==> config.mk <==
export PLATFORM = sky130hd
export DESIGN_NAME = multicycle_control
export DESIGN_NICKNAME = d
export VERILOG_FILES = /design/src/rtl/mips_ctrl_pkg.sv /design/src/rtl/multicycle_control_alu_decode.sv /design/src/rtl/multicycle_control.sv
export SDC_FILE = /design/constraint.sdc
export NUM_CORES = 1
export LEC_CHECK = 0
export CAP_MARGIN = 5
export CORE_ASPECT_RATIO = 1.2
export CORE_MARGIN = 5
export CORE_UTILIZATION = 54
export CTS_BUF_LIST = sky130_fd_sc_hd__clkbuf_8
export DETAILED_ROUTE_END_ITERATION = 10
export GPL_TIMING_DRIVEN = 0
export PLACE_DENSITY = 0.87
export SYNTH_ARGS = -nofsm -noshare
export SYNTH_HDL_FRONTEND = slang
export SYNTH_HIERARCHICAL = 1
export SYNTH_SLANG_ARGS = --single-unit
export TNS_END_PERCENT = 1
==> constraint.sdc <==
create_clock -name clk -period 6.1 [get_ports clk]
set_input_delay 1.525 -clock clk [delete_from_list [all_inputs] [get_ports clk]]
set_output_delay 1.525 -clock clk [all_outputs]
set_load 0.005 [all_outputs]
==> src/rtl/mips_ctrl_pkg.sv <==
// Shared definitions for the multicycle MIPS control unit.
// Holds opcode/funct constants, 4-bit ALU operation codes, the datapath
// select encodings (PCSrc, ALUSrcB), the controller state enum and the
// instruction class produced by the decoder.
package mips_ctrl_pkg;

    // Opcodes
    localparam logic [5:0] OP_RTYPE = 6'h00;
    localparam logic [5:0] OP_J     = 6'h02;
    localparam logic [5:0] OP_BEQ   = 6'h04;
    localparam logic [5:0] OP_BNE   = 6'h05;
    localparam logic [5:0] OP_ADDI  = 6'h08;
    localparam logic [5:0] OP_ADDIU = 6'h09;
    localparam logic [5:0] OP_SLTI  = 6'h0A;
    localparam logic [5:0] OP_SLTIU = 6'h0B;
    localparam logic [5:0] OP_ANDI  = 6'h0C;
    localparam logic [5:0] OP_ORI   = 6'h0D;
    localparam logic [5:0] OP_LW    = 6'h23;
    localparam logic [5:0] OP_SW    = 6'h2B;

    // R-type funct codes
    localparam logic [5:0] FN_ADD  = 6'h20;
    localparam logic [5:0] FN_ADDU = 6'h21;
    localparam logic [5:0] FN_SUB  = 6'h22;
    localparam logic [5:0] FN_SUBU = 6'h23;
    localparam logic [5:0] FN_AND  = 6'h24;
    localparam logic [5:0] FN_OR   = 6'h25;
    localparam logic [5:0] FN_XOR  = 6'h26;
    localparam logic [5:0] FN_NOR  = 6'h27;
    localparam logic [5:0] FN_SLT  = 6'h2A;
    localparam logic [5:0] FN_SLTU = 6'h2B;

    // ALU operation codes (low 4 bits of ALUCntl)
    localparam logic [3:0] ALU_ADD  = 4'b1010;
    localparam logic [3:0] ALU_ADDU = 4'b0010;
    localparam logic [3:0] ALU_SUB  = 4'b1110;
    localparam logic [3:0] ALU_SUBU = 4'b0110;
    localparam logic [3:0] ALU_AND  = 4'b0000;
    localparam logic [3:0] ALU_OR   = 4'b0001;
    localparam logic [3:0] ALU_XOR  = 4'b0011;
    localparam logic [3:0] ALU_NOR  = 4'b1100;
    localparam logic [3:0] ALU_SLT  = 4'b0101;
    localparam logic [3:0] ALU_SLTU = 4'b1111;

    // PCSrc encodings
    localparam logic [1:0] PCSRC_PC4    = 2'b00;
    localparam logic [1:0] PCSRC_BRANCH = 2'b01;
    localparam logic [1:0] PCSRC_JUMP   = 2'b10;

    // ALUSrcB encodings
    localparam logic [1:0] ALUB_RT     = 2'b00;
    localparam logic [1:0] ALUB_FOUR   = 2'b01;
    localparam logic [1:0] ALUB_IMM    = 2'b10;
    localparam logic [1:0] ALUB_IMM_SH = 2'b11;

    typedef enum logic [3:0] {
        S_FETCH,
        S_DECODE,
        S_EXEC_R,
        S_EXEC_I,
        S_MEM_ADDR,
        S_MEM_RD,
        S_MEM_WR,
        S_WB_ALU,
        S_WB_MEM,
        S_BRANCH,
        S_JUMP,
        S_HALT
    } state_t;

    typedef enum logic [2:0] {
        CLS_ALU_R,
        CLS_ALU_I,
        CLS_MEM,
        CLS_BRANCH,
        CLS_JUMP,
        CLS_ILLEGAL
    } instr_class_t;

endpackage

==> src/rtl/multicycle_control_alu_decode.sv <==
// alu_decode: combinational instruction decoder shared by the DECODE and
// EXEC states of the multicycle controller.
// Ports:
//   op, func    - opcode and funct fields from the instruction register
//   aluCode     - 4-bit ALU operation for the instruction's execute step
//   instrClass  - instruction class used to route the DECODE state
//   legal       - 1 when the opcode (and funct for R-type) is supported
module alu_decode
    import mips_ctrl_pkg::*;
#(
    parameter int SUPPORT_JUMP = 1
) (
    input  logic [5:0]   op,
    input  logic [5:0]   func,
    output logic [3:0]   aluCode,
    output instr_class_t instrClass,
    output logic         legal
);

    always_comb begin
        aluCode    = ALU_ADD;
        instrClass = CLS_ILLEGAL;
        case (op)
            OP_RTYPE: begin
                instrClass = CLS_ALU_R;
                case (func)
                    FN_ADD:  aluCode = ALU_ADD;
                    FN_ADDU: aluCode = ALU_ADDU;
                    FN_SUB:  aluCode = ALU_SUB;
                    FN_SUBU: aluCode = ALU_SUBU;
                    FN_AND:  aluCode = ALU_AND;
                    FN_OR:   aluCode = ALU_OR;
                    FN_XOR:  aluCode = ALU_XOR;
                    FN_NOR:  aluCode = ALU_NOR;
                    FN_SLT:  aluCode = ALU_SLT;
                    FN_SLTU: aluCode = ALU_SLTU;
                    default: instrClass = CLS_ILLEGAL;
                endcase
            end
            OP_ADDI:  begin instrClass = CLS_ALU_I; aluCode = ALU_ADD;  end
            OP_ADDIU: begin instrClass = CLS_ALU_I; aluCode = ALU_ADDU; end
            OP_ANDI:  begin instrClass = CLS_ALU_I; aluCode = ALU_AND;  end
            OP_ORI:   begin instrClass = CLS_ALU_I; aluCode = ALU_OR;   end
            OP_SLTI:  begin instrClass = CLS_ALU_I; aluCode = ALU_SLT;  end
            OP_SLTIU: begin instrClass = CLS_ALU_I; aluCode = ALU_SLTU; end
            // Address generation is an unsigned add of base + offset.
            OP_LW, OP_SW:   begin instrClass = CLS_MEM;    aluCode = ALU_ADDU; end
            OP_BEQ, OP_BNE: begin instrClass = CLS_BRANCH; aluCode = ALU_SUB;  end
            OP_J: begin
                if (SUPPORT_JUMP != 0) instrClass = CLS_JUMP;
            end
            default: instrClass = CLS_ILLEGAL;
        endcase
    end

    assign legal = (instrClass != CLS_ILLEGAL);

endmodule

==> src/rtl/multicycle_control.sv <==
// multicycle_control: multicycle MIPS control FSM.
// Sequences each instruction through fetch/decode/execute/memory/writeback
// and drives the shared datapath enables one state at a time.
// Ports:
//   clk, reset           - rising-edge clock, async active-high reset
//   Op, Func, Zero       - instruction fields and ALU zero flag
//   mem_ready / mem_req  - memory handshake: mem_req is held high for the
//                          whole access; the access completes in the cycle
//                          mem_ready is sampled high while mem_req is high.
//                          A request waiting WAIT_MAX cycles without
//                          mem_ready raises mem_fault and halts.
//   MemRead .. MemtoReg  - datapath controls (Moore decode of state)
//   illegal, mem_fault   - sticky trap flags, cleared only by reset
//   dbgState             - current FSM state for observation
module multicycle_control
    import mips_ctrl_pkg::*;
#(
    parameter int ALU_CNTL_W   = 4,
    parameter int WAIT_MAX     = 15,
    parameter int SUPPORT_JUMP = 1
) (
    input  logic                  clk,
    input  logic                  reset,
    input  logic [5:0]            Op,
    input  logic [5:0]            Func,
    input  logic                  Zero,
    input  logic                  mem_ready,
    output logic                  mem_req,
    output logic                  MemRead,
    output logic                  MemWrite,
    output logic                  IorD,
    output logic                  IRWrite,
    output logic                  PCWrite,
    output logic [1:0]            PCSrc,
    output logic                  ALUSrcA,
    output logic [1:0]            ALUSrcB,
    output logic [ALU_CNTL_W-1:0] ALUCntl,
    output logic                  RegWrite,
    output logic                  RegDst,
    output logic                  MemtoReg,
    output logic                  illegal,
    output logic                  mem_fault,
    output state_t                dbgState
);

    // The counter holds the number of wait cycles already spent; the cycle
    // in which it equals WAIT_MAX-1 is the WAIT_MAX-th wait cycle.
    localparam logic [7:0] WAIT_LAST = 8'(WAIT_MAX - 1);

    state_t       state;
    logic [7:0]   waitCnt;
    logic         memPhase;
    logic [3:0]   decCode;
    instr_class_t decClass;
    logic         decLegal;
    logic [3:0]   aluCode;

    alu_decode #(
        .SUPPORT_JUMP(SUPPORT_JUMP)
    ) u_alu_decode (
        .op        (Op),
        .func      (Func),
        .aluCode   (decCode),
        .instrClass(decClass),
        .legal     (decLegal)
    );

    assign memPhase = (state == S_FETCH) || (state == S_MEM_RD) || (state == S_MEM_WR);
    assign dbgState = state;

    always_ff @(posedge clk or posedge reset) begin
        if (reset) begin
            state     <= S_FETCH;
            waitCnt   <= '0;
            illegal   <= 1'b0;
            mem_fault <= 1'b0;
        end else if (memPhase && !mem_ready) begin
            // Stalled memory access: count, or give up at the limit.
            if (waitCnt == WAIT_LAST) begin
                mem_fault <= 1'b1;
                waitCnt   <= '0;
                state     <= S_HALT;
            end else begin
                waitCnt <= waitCnt + 8'd1;
            end
        end else begin
            waitCnt <= '0;
            case (state)
                S_FETCH:  state <= S_DECODE;
                S_DECODE: begin
                    if (!decLegal) begin
                        illegal <= 1'b1;
                        state   <= S_HALT;
                    end else begin
                        case (decClass)
                            CLS_ALU_R:  state <= S_EXEC_R;
                            CLS_ALU_I:  state <= S_EXEC_I;
                            CLS_MEM:    state <= S_MEM_ADDR;
                            CLS_BRANCH: state <= S_BRANCH;
                            CLS_JUMP:   state <= S_JUMP;
                            default: begin
                                illegal <= 1'b1;
                                state   <= S_HALT;
                            end
                        endcase
                    end
                end
                S_EXEC_R, S_EXEC_I: state <= S_WB_ALU;
                S_MEM_ADDR: state <= (Op == OP_LW) ? S_MEM_RD : S_MEM_WR;
                S_MEM_RD:   state <= S_WB_MEM;
                S_MEM_WR, S_WB_ALU, S_WB_MEM, S_BRANCH, S_JUMP: state <= S_FETCH;
                S_HALT:     state <= S_HALT;
                default:    state <= S_HALT;
            endcase
        end
    end

    // Output decode. Gated by reset so a request in flight drops the
    // moment reset rises, without waiting for a clock edge.
    always_comb begin
        mem_req  = 1'b0;
        MemRead  = 1'b0;
        MemWrite = 1'b0;
        IorD     = 1'b0;
        IRWrite  = 1'b0;
        PCWrite  = 1'b0;
        PCSrc    = PCSRC_PC4;
        ALUSrcA  = 1'b0;
        ALUSrcB  = ALUB_RT;
        aluCode  = ALU_AND;
        RegWrite = 1'b0;
        RegDst   = 1'b0;
        MemtoReg = 1'b0;
        if (!reset) begin
            case (state)
                S_FETCH: begin
                    mem_req = 1'b1;
                    MemRead = 1'b1;
                    ALUSrcB = ALUB_FOUR;
                    aluCode = ALU_ADD;
                    // IR and PC+4 load only when the fetch completes.
                    IRWrite = mem_ready;
                    PCWrite = mem_ready;
                end
                S_DECODE: begin
                    ALUSrcB = ALUB_IMM_SH;
                    aluCode = ALU_ADD;
                end
                S_EXEC_R: begin
                    ALUSrcA = 1'b1;
                    ALUSrcB = ALUB_RT;
                    aluCode = decCode;
                end
                S_EXEC_I: begin
                    ALUSrcA = 1'b1;
                    ALUSrcB = ALUB_IMM;
                    aluCode = decCode;
                end
                S_WB_ALU: begin
                    RegWrite = 1'b1;
                    RegDst   = (Op == OP_RTYPE);
                end
                S_MEM_ADDR: begin
                    ALUSrcA = 1'b1;
                    ALUSrcB = ALUB_IMM;
                    aluCode = ALU_ADDU;
                end
                S_MEM_RD: begin
                    IorD    = 1'b1;
                    mem_req = 1'b1;
                    MemRead = 1'b1;
                end
                S_MEM_WR: begin
                    IorD     = 1'b1;
                    mem_req  = 1'b1;
                    MemWrite = 1'b1;
                end
                S_WB_MEM: begin
                    RegWrite = 1'b1;
                    MemtoReg = 1'b1;
                end
                S_BRANCH: begin
                    ALUSrcA = 1'b1;
                    ALUSrcB = ALUB_RT;
                    aluCode = ALU_SUB;
                    PCSrc   = PCSRC_BRANCH;
                    PCWrite = (Op == OP_BNE) ? ~Zero : Zero;
                end
                S_JUMP: begin
                    PCSrc   = PCSRC_JUMP;
                    PCWrite = 1'b1;
                end
                default: ;
            endcase
        end
    end

    assign ALUCntl = ALU_CNTL_W'(aluCode);

endmodule

# After elaboration in Yosys (flattened, before gate mapping)
# Cells that the tools add are included.
dict set report word_totals {
  output_inout_bits 24
  in_bits 16
  word_cells 111
  register_bits 14
}
dict set report classes {
  n_mux 41
  n_addsub 1
  eq_ne 39
  bitwise_logic 2
  n_reduce_logical 24
}
# operator n
set ops {}
lappend ops {{$eq 6x6->1 const B} 12}
lappend ops {{$eq 6x4->1 const B} 6}
lappend ops {{$pmux 4 s9} 1}
lappend ops {{$pmux 4 s7} 1}
lappend ops {{$pmux 4 s6} 1}
lappend ops {{$mux 1} 22}
lappend ops {{$pmux 4 s5} 1}
lappend ops {{$eq 4x3->1 const B} 4}
lappend ops {{$mux 4} 4}
lappend ops {{$mux 8} 2}
lappend ops {{$pmux 4 s4} 1}
lappend ops {{$reduce_or 2->1} 8}
lappend ops {{$pmux 3 s5} 1}
lappend ops {{$eq 4x4->1 const B} 3}
lappend ops {{$eq 6x3->1 const B} 2}
lappend ops {{$reduce_or 10->1} 1}
lappend ops {{$reduce_or 5->1} 2}
lappend ops {{$add 8x1->8 const B} 1}
lappend ops {{$eq 4x2->1 const B} 2}
lappend ops {{$eq 8x4->1 const B} 1}
lappend ops {{$eq 3x2->1 const B} 2}
lappend ops {{$eq 6x2->1 const B} 1}
lappend ops {{$logic_not 6->1} 1}
lappend ops {{$mux 2} 3}
lappend ops {{other kinds (21)} 24}

# Depth between registers and ports, before layout
dict set report depth {
  word_depth 9
  mapped_depth 9
  ltp_nobuf 8
}

# Modules after synthesis
# Netlist, hierarchy kept.
# mod n_inst area_each_um2 cells_each
set modules_own_cells {}
lappend modules_own_cells {multicycle_control 1 1082.3 138}
lappend modules_own_cells {alu_decode 1 394.1 62}

# Worst setup path after synthesis
# Ideal clock, no wire load.
dict set report synth_timing {
  path_kind {input to output}
  start {input reset}
  end {output MemtoReg}
  path_buffers 1
  cell_stages 4
  arrival_time_ns 2.610
  setup_slack_ns 1.965
  cell_sequence {clkbuf_1 -> inv_1 -> nand2_1 -> nor4b_1}
}
dict set report synth_via {
  elab_chain_len 1
}
# item line
set synth_lines {}
lappend synth_lines {{start, declared} multicycle_control.sv:23} ;# input logic reset,
lappend synth_lines {{$mux 1} multicycle_control.sv:134} ;# if (!reset) begin
lappend synth_lines {{end, declared} multicycle_control.sv:40} ;# output logic MemtoReg,
# No other way between the ends.

# Worst setup path after layout
dict set report layout_timing {
  start {input Op[0]}
  end {output ALUCntl[3]}
}
dict set report layout_via {
  elab_chain_len 5
  word_cells_on_any_way 15
  cone_classes {9 x eq/ne; 3 x mux; 3 x reduce/logical}
}
# item line
set layout_lines {}
lappend layout_lines {{start, declared} multicycle_control.sv:24} ;# input logic [5:0] Op,
lappend layout_lines {{$eq 6x6->1, or another cell as far along} multicycle_control_alu_decode.sv:23} ;# case (op)
lappend layout_lines {{$reduce_or 3->1 (no source line) / $reduce_or 2->1 (equally long branches)} n/a}
lappend layout_lines {{$pmux 4 s7 (*)} multicycle_control_alu_decode.sv:23}
lappend layout_lines {{named net decCode[3]} multicycle_control.sv:53} ;# logic [3:0] decCode;
lappend layout_lines {{$pmux 4 s4 (*)} multicycle_control.sv:135} ;# case (state)
lappend layout_lines {{$mux 4 (*)} multicycle_control.sv:134}
lappend layout_lines {{end, declared} multicycle_control.sv:37} ;# output logic [ALU_CNTL_W-1:0] ALUCntl,
# Mark *: on every way through the listed nets, which the timed path passes. The rest lies on a longest branch.

==> run_results.csv <==
group,metric,value,unit
clock_tree,cts.sinks,14,
synth,synth_area,0.00148,mm^2
cells_and_area,drive_above_1_share,0.0661,
power,leakage,0.737,nW
floorplanning,row_count,20,
synth,yosysSeqAreaShare,0.237,
route,routed_wl,4.07,mm
cells_and_area,antennaDiodeCount,0,
sta,post-route-period-util,0.869,
power,power_frac_comb,0.649,
power,power_density,315,mW/mm^2
synth,synthTopCellsByArea,"dfrtp_1 24%, nand2_1 6.4%, nor2_1 6.1%",
clock_tree,ctsHoldBuffers,0,
grt,grt_max_degree,16,
clock_tree,cts_buffers,3,
grt,grt_pass1_vias,1550,
sta,min_period,5.30,ns
grt,globalRouteTotalUtil,0.214,
grt,grt_busiest_layer,"met2",
synth,netlist.area_leader.share,0.237,
route,vias_per_cell,6.03,
synth,yosysTopAreaCell,"dfrtp_1",
route,first_iter_violations,79,
power,switchingPower,265,uW
power,pwr-share-clk,0.142,
route,drc_errors,0,
worst_setup_path,worstPathMaxFanout,10,
place,gp_congestion,0.894,
cells_and_area,multi_input_area,0.00103,mm^2
cells_and_area,final_cells,275,
worst_setup_path,end_kind,"primary output",
worst_setup_path,crit_chain,"clkdlybuf4s50_1 -> nor2_2 -> nor4b_2 -> a221oi_1 -> a311o_1 -> inv_1 -> a21oi_1 -> nor2_1 -> nor2_1 -> clkdlybuf4s50_1",
grt,grt_util_met1,0.244,
cells_and_area,final_nets,261,
clock_tree,cts-root-buf,"clkbuf_8",
sta,drv_slew,0,
power,swShare,0.431,
sta,rsz0062_at_grt,"no",
power,intPower,351,uW
clock_tree,post_cts_buffers,0,
sta,worstMarginPinSlew,0.543,ns
clock_tree,clk_latency,0.24,ns
grt,gr-usage-met3,0.0382,
clock_tree,cts_tree,"yes",
route,postRouteAntennaNets,0,
synth,synth_top_flop_cell,"dfrtp_1",
route,wire_per_inst,14.8,um
place,dp.cells,271,
worst_setup_path,cp_num_buf_inv,3,
sta,max_slew_margin,0.638,
synth,ys_ff_latch,14,
status,status,"completed",
worst_setup_path,crit_cells,10,
floorplanning,io_pins,40,
grt,grt_util_met2,0.417,
grt,antenna_found_initial,0,
min_path,worstHoldPathType,"register to register",
min_path,hold_depth,1,
floorplanning,die_h,67.3,um
synth,netlist_instances,200,
worst_setup_path,cp_slowest_cell,"clkdlybuf4s50_1",
worst_setup_path,cp_top_family,"buffers and inverters",
worst_setup_path,cpPeakStageDelay,0.61,ns
worst_setup_path,worst_ep_required_time,4.58,ns
cells_and_area,syn_to_final_growth,32.3,%
synth,synth_cell_types,55,
sta,hold_viol_final,0,
worst_setup_path,rr_worst_depth,5,
worst_setup_path,start_kind,"primary input",
place,detailed_place_hpwl,3.14,mm
worst_setup_path,arrival,3.78,ns
synth,synth_edf_count,0,
sta,finalSetupTns,0,ns
synth,postSynthNetCount,218,
power,finalPower,616,uW
clock_tree,clk_pin_slew,0.06,ns
sta,setup_viol,0,
synth,yosys_warnings,6,
power,ir_drop,0.000270,V
floorplanning,start_util,0.573,
route,dr_total_vias,1658,
synth,async_reset_ff_frac,1.00,
place,io_buffers,38,
floorplanning,coreArea,0.00258,mm^2
sta,fmax,189,MHz
power,seqPwrFrac,0.210,
synth,syn_area_per_cell,7.38,um^2
cells_and_area,nFillCells,207,
floorplanning,die_x,57.7,um
worst_setup_path,critPathKind,"primary input to primary output",
clock_tree,cts_max_level,1,
grt,grt_pass1_wl,6.72,mm
grt,grt-ovfl-total,0,
floorplanning,die_area,0.00388,mm^2
sta,skew,0.00973,ns
clock_tree,cts_resized,0,
cells_and_area,regArea,350,um^2
route,dr.pass1.iters,4,
flow_run,maxCapViolCount,0,
clock_tree,clockBufferDepth,2,
-- state kept, by name, indices dropped and copies added (netlist names) --
name       count
mem_fault      1
waitCnt        8
dbgState       4
illegal        1
-- cells in the mapped netlist (all sizes together) (2+ instances only) --
cell / number
dfrtp: 14
nand4b: 3
nor2b: 7
a21o: 3
or4: 2
o22ai: 2
a311o: 2
a21boi: 3
clkbuf: 9
nor3b: 2
nand3: 3
nand3b: 3
a211oi: 2
nand2b: 6
a31o: 2
nor3: 11
and4b: 2
buf: 4
and3: 3
o21ai: 7
ha: 2
nor4b: 4
a221oi: 2
nor2: 25
nand2: 25
a2bb2oi: 3
a21oi: 14
inv: 5
nor4: 2
xor2: 7
nand4: 3
-- final cells by class --
cell class                 count  share of cell area
buffer                        13              0.0372
clock buffer                   4              0.0282
inverter                       5             0.00961
multi-input combinational    168               0.530
sequential                    14               0.179
tap                           33              0.0211
timing repair buffer          38               0.195
-- path summary, 6_finish.rpt --
path,to,from,slack (ns)
min in group asynchronous,dbgState[1],reset,1.48
worst min-delay path,mem_fault,mem_fault,0.46
max in group asynchronous,waitCnt[4],reset,4.25
worst min register to register,mem_fault,mem_fault,0.46
worst max-delay path,ALUCntl[3],Op[0],0.80
worst max register to register,dbgState[0],dbgState[0],4.24
-- layout by cell type, fill, tap and decap left out, drive strengths merged, types with 4 or more instances in the layout --
cell | netlist | final
nor3 | 11 | 11
buf | 4 | 4
o21ai | 7 | 7
nand2b | 6 | 6
a21oi | 14 | 14
nor2b | 7 | 7
nor4b | 4 | 4
clkdlybuf4s50 | 0 | 38
clkbuf | 9 | 13
nand2 | 25 | 25
inv | 5 | 5
dfrtp | 14 | 14
xor2 | 7 | 7
nor2 | 25 | 25
-- metal layers --
metal,wire length [um],share of wire,up-vias
li1,-,-,809
met1,1640,0.40,773
met2,2140,0.53,70
met3,243,0.060,6
met4,46,0.011,0
met5,0,0,-
-- through the flow --
step / setup WS, ns / instance area [um^2] / util / hold slack (ns)
CTS: 0.845 / 1950 / 0.758 / 0.463
finish: 0.799 / 1950 / 0.758 / 0.460
global route: 0.683 / 1950 / 0.758 / 0.478
global placement: 0.907 / 1900 / 0.736 / 0.440
detailed placement: 0.856 / 1900 / 0.736 / 0.450
floorplan: 1.97 / 1480 / - / 0.451
-- kinds of logic after synthesis --
group / Yosys count / share of synthesized area
AND/OR/NAND/NOR: 107 / 0.394
AO/OA/AOI/OAI: 50 / 0.236
buffers and inverters: 18 / 0.0619
flip-flops: 14 / 0.237
XOR/XNOR: 8 / 0.0475
adder cells (fa/ha/maj): 2 / 0.0169
multiplexers: 1 / 0.00678
-- power groups by stage --
stage / clock network, mW / registers (mW) / logic, mW
floorplan: 0 / 0.130 / 0.241
global placement: 0 / 0.129 / 0.386
detailed placement: 0 / 0.131 / 0.393
CTS: 0.0886 / 0.129 / 0.395
global route: 0.0944 / 0.132 / 0.439
finish: 0.0872 / 0.129 / 0.399
No activity file was read; power rests on OpenSTA's default activity.
